`src/rtl/pc_fetch_ctrl.sv`:
```
// Fetch PC register with exception/eret redirect, post-redirect bubbles and AdEL detection.
// Latency: 1 cycle per PC update; en=0 stalls (holds PC), all outputs registered or decoded from state/pc only.
module pc_fetch_ctrl #(
    parameter int unsigned     WIDTH        = 32,
    parameter logic [WIDTH-1:0] RESET_ADDR   = 32'h0000_3000,
    parameter logic [WIDTH-1:0] IMEM_LO      = 32'h0000_3000,
    parameter logic [WIDTH-1:0] IMEM_HI      = 32'h0000_6ffc,
    parameter logic [WIDTH-1:0] HANDLER_ADDR = 32'h0000_4180,
    parameter int unsigned     BUBBLE       = 1
) (
    input  logic             Clk,
    input  logic             Reset,
    input  logic             en,
    input  logic [WIDTH-1:0] npc,
    input  logic             exc_req,
    input  logic             eret_req,
    input  logic [WIDTH-1:0] epc,
    output logic [WIDTH-1:0] pc,
    output logic             valid,
    output logic             AdEL,
    output logic             redirect
);

    typedef enum logic [1:0] {
        BOOT        = 2'd0,
        RUN         = 2'd1,
        BUBBLE_WAIT = 2'd2
    } state_t;

    localparam logic [2:0] BUBBLE_CNT = 3'(BUBBLE);

    state_t           state_q, state_d;
    logic [2:0]       cnt_q, cnt_d;
    logic [WIDTH-1:0] pc_q, pc_d;
    logic             redirect_q, redirect_d;

    always_ff @(posedge Clk or negedge Reset) begin
        if (!Reset) begin
            state_q    <= BOOT;
            cnt_q      <= 3'd0;
            pc_q       <= RESET_ADDR;
            redirect_q <= 1'b0;
        end else begin
            state_q    <= state_d;
            cnt_q      <= cnt_d;
            pc_q       <= pc_d;
            redirect_q <= redirect_d;
        end
    end

    always_comb begin
        state_d    = state_q;
        cnt_d      = cnt_q;
        pc_d       = pc_q;
        redirect_d = 1'b0;
        case (state_q)
            BOOT: begin
                state_d = RUN;
            end
            RUN, BUBBLE_WAIT: begin
                if (exc_req || eret_req) begin
                    // exc_req beats eret_req; a simultaneous eret is dropped
                    pc_d       = exc_req ? HANDLER_ADDR : epc;
                    redirect_d = 1'b1;
                    if (BUBBLE_CNT != 3'd0) begin
                        state_d = BUBBLE_WAIT;
                        cnt_d   = BUBBLE_CNT;
                    end else begin
                        state_d = RUN;
                        cnt_d   = 3'd0;
                    end
                end else if (state_q == RUN) begin
                    if (en) begin
                        pc_d = npc;
                    end
                end else if (cnt_q <= 3'd1) begin
                    state_d = RUN;
                    cnt_d   = 3'd0;
                end else begin
                    cnt_d = cnt_q - 3'd1;
                end
            end
            default: begin
                state_d = BOOT;
                cnt_d   = 3'd0;
            end
        endcase
    end

    assign pc       = pc_q;
    assign redirect = redirect_q;
    assign valid    = (state_q == RUN);
    assign AdEL     = valid && ((pc_q[1:0] != 2'b00) || (pc_q < IMEM_LO) || (pc_q > IMEM_HI));

endmodule
```
`config.mk`:
```
export PLATFORM = sky130hd
export DESIGN_NAME = pc_fetch_ctrl
export DESIGN_NICKNAME = d
export VERILOG_FILES = /design/src/rtl/pc_fetch_ctrl.sv
export SDC_FILE = /design/constraint.sdc
export NUM_CORES = 1
export LEC_CHECK = 0
export CAP_MARGIN = 10
export CELL_PAD_IN_SITES_DETAIL_PLACEMENT = 1
export CELL_PAD_IN_SITES_GLOBAL_PLACEMENT = 2
export CORE_MARGIN = 4
export CORE_UTILIZATION = 25
export CTS_CLUSTER_SIZE = 28
export DETAILED_ROUTE_END_ITERATION = 16
export PLACE_DENSITY_LB_ADDON = 0.3
export REMOVE_ABC_BUFFERS = 1
export SLEW_MARGIN = 0
export SYNTH_ARGS = -nofsm -noshare
export SYNTH_HDL_FRONTEND = slang
export SYNTH_SLANG_ARGS = --single-unit
export TNS_END_PERCENT = 20
```
`constraint.sdc`:
```
create_clock -name Clk -period 2.7 [get_ports Clk]
set_clock_uncertainty 0.1 [all_clocks]
set_input_delay 0.81 -clock Clk [delete_from_list [all_inputs] [get_ports Clk]]
set_output_delay 0.81 -clock Clk [all_outputs]
set_load 0.01 [all_outputs]
```
==> key figures <==
Placement
  – DPL Wire Length: 4861 µm
  – Setup WS pre-CTS: 0.1380 ns
  – Number of port buffers: 103
  – GPL Wtd Cong: 0.7385

Critical path
  – Cell family with most CP delay: simple AND/OR/NAND/NOR gates
  – Worst-path fanout max: 3
  – Worst Path Arrival: 1.68 ns
  – CP endpoint: AdEL
  – FF-to-FF End: pc[28]
  – Max stage delay on crit path: 0.41 ns
  – Setup crit start: pc[0]
  – CP max-delay cell: dfrtp_1
  – Crit. End Element: output pin
  – Crit path cell chain: nor4_2, nand3_1, o31a_1, dlygate4sd2_1
  – Worst Path Required: 1.79 ns
  – CP startpoint kind: register
  – Beginning of the worst register-to-register path: state_q[0]
  – R2R cell count: 6
  – Critical path depth: 4
  – WS Path Type: reg2out
  – R2R Setup Slk: 0.74 ns
  – Worst Path Buf+Inv: 1

Logic synthesis
  – Synth Area in Compound Gates: 16.94%
  – Simple-gate share of the synthesized area: 12.73%
  – Synth top area share: 43.24%
  – Cell area after synthesis: 2083 µm²
  – Mapped Cells: 199
  – Area contributors post-synth: dfrtp_1 (43%), mux2i_1 (14%), o31ai_1 (11%)
  – Sequential area share after synthesis: 45.77%
  – Mux cell area share after synthesis: 14.41%
  – Synthesized flop and latch total: 38
  – XOR/XNOR Fraction of Synth Area: 0.4204%
  – Synth area leader: dfrtp_1
  – Adder-cell share of the synthesized area: 3.003%
  – Yosys warns: 0
  – Netlist cell types: 33
  – Avg Cell Area, Syn: 10.47 µm²
  – Main combinational cell family by area after synthesis: compound AO/OA/AOI/OAI gates

Global routing
  – First-pass GRT wire length: 9742 µm
  – Largest net degree at the start of global routing: 65
  – GRT Total Usage: 12.51%
  – Initial antenna violation count: 0
  – Remaining Overflow, GRT: 0
  – Vias in the first global route: 1874

Drt
  – Residual DRC: 0
  – Detailed-route via count: 1837
  – Final wirelength: 6289 µm
  – DR vias/cell: 4.525
  – DRT iter0 DRCs: 55
  – WL/cell: 15.49 µm
  – Drt first pass iters: 4
  – Antenna-violating nets left: 0

Final layout
  – Nets@finish: 374
  – Fin util: 40.71%
  – # diodes: 0
  – Share of cells above drive strength 1: 7.973%
  – Area growth syn-to-layout: 59.76%

Die
  – Initial core utilization: 25.48%
  – Die Span X: 99.29 µm
  – Core box area: 8175 µm²
  – FP Rows: 33
  – Chip height: 99.29 µm
  – Full die area: 9858 µm²
  – I/O pin cnt: 104

Pwr
  – Worst ir drop on vdd: 280.3 µV
  – Power Density: 929.3 nW/µm²
  – Switching Share: 37.87%
  – P_sw: 1171 µW
  – Clock power frac: 19.9%
  – Power share of the sequential group: 31.0%
  – Internal cell power: 1921 µW
  – Leak: 0.001405 µW
  – Gate power share: 49.1%

Timing
  – Relative slew slack: 72.57%
  – Post-route worst setup slack: 0.1150 ns
  – Hold WS: 0.3668 ns
  – Final setup viols: 0
  – Worst slew pin tran: 0.4106 ns
  – Tmin final: 2.585 ns
  – RSZ-0062 raised after global routing: no
  – Final hold viol count: 0
  – Sum Neg Setup Slack: 0 ns
  – Highest clock rate: 386.8 MHz
  – Pins Over Slew Limit: 0
  – Crit share post-route: 95.74%

Clock network
  – Max Root-Sink Buffers: 2
  – H-tree depth: 2
  – CTS root buffer: clkbuf_8
  – Post-CTS Setup Repair Bufs: 0
  – TritonCTS clock tree: yes
  – Clock sink total: 38
  – Clk_lat worst skew: 0.29 ns
  – Clock transition at path regs: 0.08 ns
  – Number of CTS-inserted buffers: 5

Run
  – Max Cap Viol: 0

Outcome
  – Status: completed

Min path
  – Worst Hold Class: in2async
[power groups by stage]
stage                     registers [µW]  clock network, µW  logic, µW
after floorplan                     1030                  0        689
after CTS                            958                621       1550
after detailed placement             961                  0       1540
after global placement               948                  0       1530
after global routing                 997                649       1690
final                                960                615       1520
[sequential cells by signal, summed over array words and instances (netlist names)]
signal,flops
state_q,2
cnt_q,3
pc,32
redirect,1
[layout by cell type (no fill, tap or decap), drive strengths merged, types with 2 or more instances in the layout]
master / instances
buf: 8
ha: 5
clkbuf: 6
a211oi: 3
nor2: 4
dfstp: 2
bufinv: 2
o31ai: 31
clkdlybuf4s50: 100
nor2b: 5
dfrtp: 36
mux2i: 30
nand3: 3
o21ai: 6
inv: 4
nor4: 4
nand2: 39
[Yosys cell counts, drive strengths merged]
library cell	n
a211o	1
a211oi	3
a21boi	1
a21o	1
a21oi	1
a31oi	1
a32oi	1
buf	9
clkbuf	6
dfrtp	36
dfstp	2
ha	5
inv	4
mux2i	30
nand2	39
nand3	3
nor2	4
nor2b	5
nor3	1
nor4	4
o21ai	6
o21bai	1
o22ai	1
o31a	1
o31ai	31
or3b	1
xor2	1
[logic make-up after synthesis]
logic type               after synthesis
AND/OR/NAND/NOR                       57
AO/OA/AOI/OAI                         49
flip-flops                            38
multiplexers                          30
buffers and inverters                 19
adder cells (fa/ha/maj)                5
XOR/XNOR                               1
[layout make-up]
type,instances,area (µm²)
clock buffers,6,82.58
clock inverters,2,60.06
fillers,915,4847
inverters,4,15.01
multi-input cells,142,1008
flip-flops and latches,38,953.4
well taps,105,131.4
repair buffers,109,1077
[per-stage QoR]
| step | total power (µW) | std cells | area [µm²] |
|---|---|---|---|
| 4_1_cts | 3130 | 406 | 3322 |
| 6_report | 3093 | 406 | 3328 |
| 2_1_floorplan | 1717 | 184 | 1958 |
| 3_3_place_gp | 2475 | 398 | 3168 |
| 5_1_grt | 3339 | 406 | 3328 |
| 3_5_place_dp | 2503 | 398 | 3168 |
[repair_timing]
| item | CTS | global route |
|---|---|---|
| gates resized for setup | 3 | 1 |
| pin swaps | 0 | 0 |
| hold buffers | 0 | 0 |
| setup endpoints to repair | 1 | 1 |
[routing by layer]
layer  share of wire (%)  global-route usage (%)  wire, µm
met4                0.84                   3.466        53
met3                  11                   5.750       674
met2                  46                   20.20      2869
met5                   0                       0         0
met1                  43                   15.05      2691
[how the worst min path moves through the flow]
stage / endpoint / slack [ns] / depth (start not counted)
after floorplan: cnt_q[2] / 0.34 / 1
after global placement: pc[2] / 0.36 / 2
after detailed placement: pc[10] / 0.37 / 2
after CTS: pc[3] / 0.37 / 2
after global routing: pc[3] / 0.38 / 2
final: pc[3] / 0.37 / 2
Note: power is estimated with default switching activity, not from simulation.
